### config.mk
export PLATFORM = sky130hd
export DESIGN_NAME = mem_display_arbiter
export DESIGN_NICKNAME = d
export VERILOG_FILES = /design/src/rtl/mem_display_pkg.sv /design/src/rtl/mem_display_arbiter_debounce.sv /design/src/rtl/mem_display_arbiter.sv
export SDC_FILE = /design/constraint.sdc
export NUM_CORES = 1
export LEC_CHECK = 0
export CORE_MARGIN = 2
export CORE_UTILIZATION = 36
export CTS_CLUSTER_SIZE = 30
export DETAILED_ROUTE_END_ITERATION = 6
export GPL_TIMING_DRIVEN = 0
export PLACE_DENSITY = 0.82
export SYNTH_ARGS = -nofsm -noshare
export SYNTH_HDL_FRONTEND = slang
export SYNTH_SLANG_ARGS = --single-unit
### constraint.sdc
create_clock -name clk -period 3.3 [get_ports clk]
set_clock_uncertainty 0.15 [all_clocks]
set_input_delay 0.99 -clock clk [delete_from_list [all_inputs] [get_ports clk]]
set_output_delay 0.99 -clock clk [all_outputs]
set_load 0.05 [all_outputs]
### src/rtl/mem_display_pkg.sv
// ---------------------------------------------------------------------------
// mem_display_pkg
// Shared types and constants for the DataMemory display arbiter.
//   disp_state_e        : arbiter FSM state encoding (2 bits)
//   WORD_BYTES          : bytes per memory word
//   DEFAULT_*           : default display address window and stride
//   is_word_aligned()   : true when an address sits on a word boundary
//   next_disp_addr()    : advance a display address with wrap at the limit
// ---------------------------------------------------------------------------
package mem_display_pkg;

    typedef enum logic [1:0] {
        RUN   = 2'd0,
        DRAIN = 2'd1,
        FETCH = 2'd2,
        SHOW  = 2'd3
    } disp_state_e;

    localparam int unsigned WORD_BYTES = 4;

    localparam logic [31:0] DEFAULT_BASE_ADDR  = 32'h0000_0004;
    localparam logic [31:0] DEFAULT_STEP       = 32'h0000_0004;
    localparam logic [31:0] DEFAULT_LIMIT_ADDR = 32'h0000_03FC;

    function automatic logic is_word_aligned(input logic [31:0] addr);
        return (addr % 32'(WORD_BYTES)) == 32'd0;
    endfunction

    function automatic logic [31:0] next_disp_addr(input logic [31:0] cur,
                                                   input logic [31:0] base,
                                                   input logic [31:0] step,
                                                   input logic [31:0] limit);
        return (cur == limit) ? base : cur + step;
    endfunction

endpackage

### src/rtl/mem_display_arbiter_debounce.sv
// ---------------------------------------------------------------------------
// button_debounce
// Two-flop synchronizer, stability counter and rising-edge pulse for a raw
// push-button level.
//   clk      : system clock
//   reset    : asynchronous active-low reset
//   btn_raw  : raw button level, asynchronous to clk
//   btn_rise : one-cycle pulse on each accepted 0->1 transition
// The accepted level flips only after DEBOUNCE_CYCLES consecutive
// synchronized samples that differ from it.
// ---------------------------------------------------------------------------
module button_debounce #(
    parameter int unsigned DEBOUNCE_CYCLES = 16
) (
    input  logic clk,
    input  logic reset,
    input  logic btn_raw,
    output logic btn_rise
);

    localparam int unsigned CW = (DEBOUNCE_CYCLES < 2) ? 1 : $clog2(DEBOUNCE_CYCLES);
    localparam logic [CW-1:0] CNT_LAST = CW'(DEBOUNCE_CYCLES - 1);

    generate
        if (DEBOUNCE_CYCLES == 0) begin : g_bad_cycles
            $error("button_debounce: DEBOUNCE_CYCLES must be at least 1");
        end
    endgenerate

    logic          btn_meta;
    logic          btn_sync;
    logic          btn_stable;
    logic [CW-1:0] stable_cnt;

    always_ff @(posedge clk or negedge reset) begin
        if (!reset) begin
            btn_meta   <= 1'b0;
            btn_sync   <= 1'b0;
            btn_stable <= 1'b0;
            stable_cnt <= '0;
            btn_rise   <= 1'b0;
        end else begin
            btn_meta <= btn_raw;
            btn_sync <= btn_meta;
            btn_rise <= 1'b0;
            if (btn_sync == btn_stable) begin
                // Any sample agreeing with the accepted level restarts the run.
                stable_cnt <= '0;
            end else if (stable_cnt == CNT_LAST) begin
                btn_stable <= btn_sync;
                stable_cnt <= '0;
                btn_rise   <= btn_sync;
            end else begin
                stable_cnt <= stable_cnt + 1'b1;
            end
        end
    end

endmodule

### src/rtl/mem_display_arbiter.sv
// ---------------------------------------------------------------------------
// mem_display_arbiter
// Owns the single DataMemory port. In RUN the CPU bus passes straight
// through. After finishExecution the block lets one in-flight CPU write
// complete (DRAIN), stalls the CPU and walks a word address through memory,
// one word per debounced ShowNext press, latching word[15:0] for display.
//
// Optional feature macro: DISPLAY_AUTO_STEP_EN
//   defined   -> an internal step also fires every AUTO_PERIOD cycles in SHOW
//   undefined -> only show_next advances the display
//
// Ports:
//   clk, reset             : clock, asynchronous active-low reset
//   finish, show_next      : asynchronous finish level and raw button
//   cpu_mem_read/write     : CPU request strobes
//   cpu_addr, cpu_wdata    : CPU byte address / write data
//   cpu_rdata, cpu_stall   : read data to CPU (0 when not owning), stall flag
//   mem_read/write         : DataMemory strobes
//   mem_addr, mem_wdata    : DataMemory address / write data
//   mem_rdata              : DataMemory combinational read data
//   disp_data/addr/valid   : latched display word, its address, valid flag
// ---------------------------------------------------------------------------
module mem_display_arbiter
    import mem_display_pkg::*;
#(
    parameter logic [31:0] BASE_ADDR       = DEFAULT_BASE_ADDR,
    parameter logic [31:0] STEP            = DEFAULT_STEP,
    parameter logic [31:0] LIMIT_ADDR      = DEFAULT_LIMIT_ADDR,
    parameter int unsigned DEBOUNCE_CYCLES = 16,
    parameter int unsigned AUTO_PERIOD     = 1000000
) (
    input  logic        clk,
    input  logic        reset,
    input  logic        finish,
    input  logic        show_next,
    input  logic        cpu_mem_read,
    input  logic        cpu_mem_write,
    input  logic [31:0] cpu_addr,
    input  logic [31:0] cpu_wdata,
    output logic [31:0] cpu_rdata,
    output logic        cpu_stall,
    output logic        mem_read,
    output logic        mem_write,
    output logic [31:0] mem_addr,
    output logic [31:0] mem_wdata,
    input  logic [31:0] mem_rdata,
    output logic [15:0] disp_data,
    output logic [31:0] disp_addr,
    output logic        disp_valid
);

    generate
        if (!is_word_aligned(BASE_ADDR) || !is_word_aligned(STEP) ||
            !is_word_aligned(LIMIT_ADDR)) begin : g_align_err
            $error("mem_display_arbiter: BASE_ADDR, STEP and LIMIT_ADDR must be word aligned");
        end
        if (AUTO_PERIOD == 0) begin : g_period_err
            $error("mem_display_arbiter: AUTO_PERIOD must be nonzero");
        end
    endgenerate

    disp_state_e state;

    logic finish_meta;
    logic finish_sync;
    logic btn_step;
    logic step;

    always_ff @(posedge clk or negedge reset) begin
        if (!reset) begin
            finish_meta <= 1'b0;
            finish_sync <= 1'b0;
        end else begin
            finish_meta <= finish;
            finish_sync <= finish_meta;
        end
    end

    button_debounce #(
        .DEBOUNCE_CYCLES(DEBOUNCE_CYCLES)
    ) u_show_next_db (
        .clk     (clk),
        .reset   (reset),
        .btn_raw (show_next),
        .btn_rise(btn_step)
    );

`ifdef DISPLAY_AUTO_STEP_EN
    localparam logic [31:0] AUTO_LAST = 32'(AUTO_PERIOD - 1);

    logic [31:0] auto_cnt;
    logic        auto_step;

    assign auto_step = (state == SHOW) && (auto_cnt == AUTO_LAST);

    always_ff @(posedge clk or negedge reset) begin
        if (!reset) begin
            auto_cnt <= '0;
        end else if ((state != SHOW) || step) begin
            auto_cnt <= '0;
        end else begin
            auto_cnt <= auto_cnt + 32'd1;
        end
    end

    assign step = btn_step | auto_step;
`else
    assign step = btn_step;
`endif

    // Bus ownership: CPU owns the port in RUN and DRAIN; everywhere else the
    // display path owns it and CPU writes are silently dropped.
    always_comb begin
        mem_read  = 1'b0;
        mem_write = 1'b0;
        mem_addr  = disp_addr;
        mem_wdata = '0;
        cpu_rdata = '0;
        cpu_stall = 1'b1;
        unique case (state)
            RUN, DRAIN: begin
                mem_read  = cpu_mem_read;
                mem_write = cpu_mem_write;
                mem_addr  = cpu_addr;
                mem_wdata = cpu_wdata;
                cpu_rdata = mem_rdata;
                cpu_stall = (state != RUN);
            end
            FETCH: begin
                mem_read = 1'b1;
            end
            SHOW: begin
            end
            default: begin
            end
        endcase
    end

    always_ff @(posedge clk or negedge reset) begin
        if (!reset) begin
            state      <= RUN;
            disp_addr  <= BASE_ADDR;
            disp_data  <= '0;
            disp_valid <= 1'b0;
        end else begin
            unique case (state)
                RUN: begin
                    if (finish_sync) begin
                        state <= DRAIN;
                    end
                end
                DRAIN: begin
                    disp_addr <= BASE_ADDR;
                    state     <= FETCH;
                end
                FETCH: begin
                    disp_data  <= mem_rdata[15:0];
                    disp_valid <= 1'b1;
                    state      <= SHOW;
                end
                SHOW: begin
                    if (step) begin
                        disp_addr <= next_disp_addr(disp_addr, BASE_ADDR, STEP, LIMIT_ADDR);
                        state     <= FETCH;
                    end
                end
                default: begin
                    state <= RUN;
                end
            endcase
        end
    end

endmodule

# Yosys cells after proc, flatten, opt, wreduce, memory -nomap -nowiden
# Index checks and enable logic that the tools add are counted.
# op_classes
add_sub_neg,2
n_mul,0
n_div,0
magnitude_cmp,0
eq_ne,8
shift,0
muxes,16
bitwise_logic,1
reduce_logical,7
# ops
op,n
2-to-1 mux 32 bit,5
one-hot mux 32 bit (2 select lines),1
"adder 32 x 3 -> 32 bit, second input constant",1
"equality test 32 x 10 -> 1 bit, second input constant",1
2-to-1 mux 4 bit,2
one-hot mux 2 bit (4 select lines),1
AND reduction 2 bit,3
"adder 4 x 1 -> 4 bit, second input constant",1
"equality test 2 bit, second input constant",2
"equality test 4 bit, second input constant",1
2-to-1 mux 1 bit,4
2-to-1 mux 2 bit,2
nonzero test 2 bit,2
"equality test 2 x 1 -> 1 bit, second input constant",1
zero test 2 bit,1
"inequality test 2 x 1 -> 1 bit, second input constant",1
"inequality test 2 bit, second input constant",1
one-hot mux 1 bit (2 select lines),1
OR reduction 2 bit,1
equality test 1 bit,1
inverter 1 bit,1
# word_totals
register_bits,61
latchBits,0
ram_bits,0
mem_bits_ro,0
in_bits,102
out_inout_bits,148
elab_cells,45
memories,0

# Depth between registers and ports, before layout
# logic_depth
depth_word,4
depth_mapped,7
depth_no_buf,6

# Hierarchy
# Synthesis repeated with hierarchy kept, for this count alone.
# unflattened
hier_cells,370
hier_area_um2,3583.4
# modules_own_cells
module,n_inst,cells_per_inst,area_each_um2,seq_area_each_um2
mem_display_arbiter,1,350,3280.6,1277.5
button_debounce,1,20,302.8,200.2

# Least setup slack after synthesis
# Ideal clock, no wire load.
# synth_timing
path_type,input port to output port
from,input cpu_mem_read
to,output mem_read
arrival_ns,2.095
required_time_ns,2.160
path_slack_ns,0.065
cell_stages,2
path_buffers,0
path_cell_list,inv_1 -> o21ai_0
# synth_between
elab_chain_len,1
# synth_lines
element,line_no,text
"start, declared",mem_display_arbiter.sv:36,"input logic cpu_mem_read,"
one-hot mux 1 bit (2 select lines),mem_display_arbiter.sv:120,unique case (state)
"end, declared",mem_display_arbiter.sv:42,"output logic mem_read,"
# No other way between the ends.

# Final worst setup path
# layout_timing
from,input mem_rdata[11]
to,output cpu_rdata[11]
# layout_between
elab_chain_len,1
# layout_lines
element,line_no,text
"start, declared",mem_display_arbiter.sv:46,"input logic [31:0] mem_rdata,"
2-to-1 mux 32 bit,mem_display_arbiter.sv:120,
"end, declared",mem_display_arbiter.sv:40,"output logic [31:0] cpu_rdata,"
# No other way between the ends.

==> flow_summary_export.csv <==
group,metric,value,unit
cts,cts.sinks,59,
cts,cts-root-buf,"clkbuf_8",
place,place_inst,755,
power_and_ir_drop,peakVddDrop,0.227,mV
layout,sequential_cell_area,1480,µm²
place,dpl.hpwl,10500,µm
synthesis,synthFlopType,"dfrtp_1",
synthesis,syn-cell-area,3580,µm²
synthesis,synth_largest_area_cell,"dfrtp_1",
worst_setup_path,critPathMaxFanout,2,
place,gp_congestion,0.925,
min_path,hp-class,"flip-flop to flip-flop",
power_and_ir_drop,p_leak,2.82,nW
floorplanning,rows,36,
worst_setup_path,crit_type,"primary input to primary output",
synthesis,synth_common_cells,"nor2b_1, dfrtp_1, mux2_2, nor2_1, nand2_1",
synthesis,ys_async_sr_fraction,100,%
global_routing,grt_pass1_wl,20900,µm
cts,cts_hold_buffers,0,
power_and_ir_drop,power_frac_seq,43.9,%
worst_setup_path,critPathArrivalTime,2.14,ns
layout,nNetsFinal,736,
layout,drive_gt1_share,17.5,%
sta,hold-worst-slack,0.209,ns
global_routing,grt_max_degree,38,
layout,syn_to_final_growth,75.3,%
global_routing,antenna_found_initial,0,
drt,drt_iter0_markers,249,
synthesis,synth.distinct_cells,42,
layout,multiInputGateArea,1960,µm²
floorplanning,core_area,9730,µm²
sta,relSlewSlack,40.4,%
global_routing,grt_pass1_vias,3810,
power_and_ir_drop,p_comb_share,24.1,%
layout,utilization,64.5,%
sta,slew_violations,0,
drt,num_vias,3776,
floorplanning,initial_core_util,36.8,%
cts,cts_inserted_buffers,9,
worst_setup_path,start_kind,"primary input",
synthesis,yosys_warnings,0,
sta,setup_viol,0,
floorplanning,dieHeight,104,µm
floorplanning,die_area,10800,µm²
cts,cts_setup_buffers,0,
floorplanning,io_pins,250,
sta,period_minus_slack,3.28,ns
synthesis,synthTopCellsByArea,"dfrtp_1, mux2_2, nor2b_1",
power_and_ir_drop,sw_frac_of_total,28.4,%
sta,hold_viol,0,
layout,num_antenna_cells,0,
synthesis,synth-edff-count,0,
power_and_ir_drop,pwr-share-clk,31.9,%
drt,viasPerCell,4.91,
drt,wire_per_inst,17.1,µm
drt,drt_first_pass_iters,4,
layout,fin_cells,769,
place,pre_cts_slack,-0.542,ns
synthesis,synth_area_per_cell,9.60,µm²
cts,clk_path_buf_depth,2,
layout,num-fill-cells,828,
place,io_buffers,247,
worst_setup_path,cp.required,2.16,ns
sta,final.setup.tns,0,ns
synthesis,yosysTopAreaCellShare,40.5,%
synthesis,synth-seq-cells,59,
drt,route.detailed.drc,0,
place,dpl_cell_area,6240,µm²
sta,period_share,99.3,%
sta,setup_slack,0.0227,ns
sta,rsz0062_at_grt,"false",
floorplanning,fp.dieW,104,µm
cts,cts.clk_slew.worst_paths,0.06,ns
power_and_ir_drop,power.density,288,nW/µm²
drt,totalWireLength,13100,µm
synthesis,synth_cells,373,
sta,max_freq,0.305,GHz
drt,ant_nets,0,
synthesis,ys_seq_area_share,41.3,%
status,run_status,"finished clean",
layout,postLayoutCellArea,6280,µm²
global_routing,grt_overflow,0,
global_routing,grtUsageTotal,24.3,%
cts,insertion_delay,0.32,ns
cts,htreeDepth,3,
power_and_ir_drop,p_int,1.29,mW
cts,tritoncts,"yes",
worst_setup_path,crit_path_end_kind,"primary output",
synthesis,synth_most_common_cell,"nor2b_1",
min_path,hold_path_depth,0,
power_and_ir_drop,p_total,1.81,mW
worst_setup_path,r2r_cells,6,
flow_run,maxCapViolCount,0,
sta,tightest_slew,0.887,ns
power_and_ir_drop,p_switching,0.513,mW
cells by family (layout without fill, tap and decap cells):
| family | after synthesis | after routing | share of synthesized area, % |
|---|---|---|---|
| xor+xnor | 23 | 23 | 5.63 |
| fa+ha+maj | 3 | 3 | 1.05 |
| other cells | 1 | 2 | 0.105 |
| buf+inv | 33 | 295 | 4.26 |
| compound gates | 26 | 26 | 4.82 |
| simple gates | 180 | 180 | 27.8 |
| flops | 59 | 59 | 41.3 |
| mux | 48 | 48 | 15.1 |
final timing paths:
kind / endpoint / start / slack (ns)
setup / recovery: cpu_rdata[11] / mem_rdata[11] / 0.02
hold / removal: u_show_next_db.btn_sync / u_show_next_db.btn_meta / 0.21
setup reg to reg: disp_addr[28] / disp_addr[22] / 0.71
hold reg to reg: u_show_next_db.btn_sync / u_show_next_db.btn_meta / 0.21
max in group asynchronous: disp_data[6] / reset / 1.89
min in group asynchronous: disp_addr[17] / reset / 0.51
power groups by stage:
stage | sequential (mW) | combinational [mW] | clock, mW
2_1_floorplan | 0.943 | 0.0629 | 0
3_3_place_gp | 0.804 | 0.432 | 0
3_5_place_dp | 0.808 | 0.438 | 0
4_1_cts | 0.795 | 0.440 | 0.587
5_1_grt | 0.801 | 0.455 | 0.628
6_report | 0.794 | 0.436 | 0.578
critical path, stage by stage:
cell and delay (ns):
clkdlybuf4s50_1 0.47, nor2b_1 0.15, clkdlybuf4s15_1 0.52
routing by layer:
metal	wire length, µm	part of all wire, %	global-route usage, %
met1	5350	41	31.0
met2	6600	50	41.6
met3	959	7.3	5.60
met4	217	1.7	6.66
met5	0	0	0
flip-flops by register name, indices dropped and copies added (netlist names):
signal / cells
disp_data: 16
disp_valid: 1
finish_meta: 1
u_show_next_db.stable_cnt: 4
state: 2
u_show_next_db.btn_meta: 1
finish_sync: 1
u_show_next_db.btn_stable: 1
u_show_next_db.btn_sync: 1
u_show_next_db.btn_rise: 1
disp_addr: 30
cell type report:
class,count,area share [%]
Multi-Input combinational cell,282,31.2
Clock buffer,14,2.59
Buffer,24,2.23
Timing Repair Buffer,248,37.2
Sequential cell,59,23.5
Tap cell,133,2.65
Inverter,7,0.419
Clock inverter,2,0.159
what timing repair did:
action,4_1_cts,5_1_grt
endpoints found under the hold margin,0,0
setup endpoints to repair,99,46
resized for setup,139,42
placed cells by master (no fill, tap or decap), drive strengths merged, types with 2 or more instances in the layout:
cell type        n
nand4            8
clkinv           2
clkbuf          47
nor2b           68
a21oi            5
nor4b            2
buf             11
mux2            47
dlygate4sd2     59
conb             2
xor2             6
nand2b           2
o21ai            5
dfrtp           58
ha               3
nor2            31
clkdlybuf4s50  147
and4             2
clkdlybuf4s15   22
nand3           14
or4              3
nor4             9
nor3            10
a41oi            3
a31oi            8
or2              5
nand2           19
inv              7
xnor2           17
a22o             2
No activity file was read; power rests on OpenSTA's default activity.
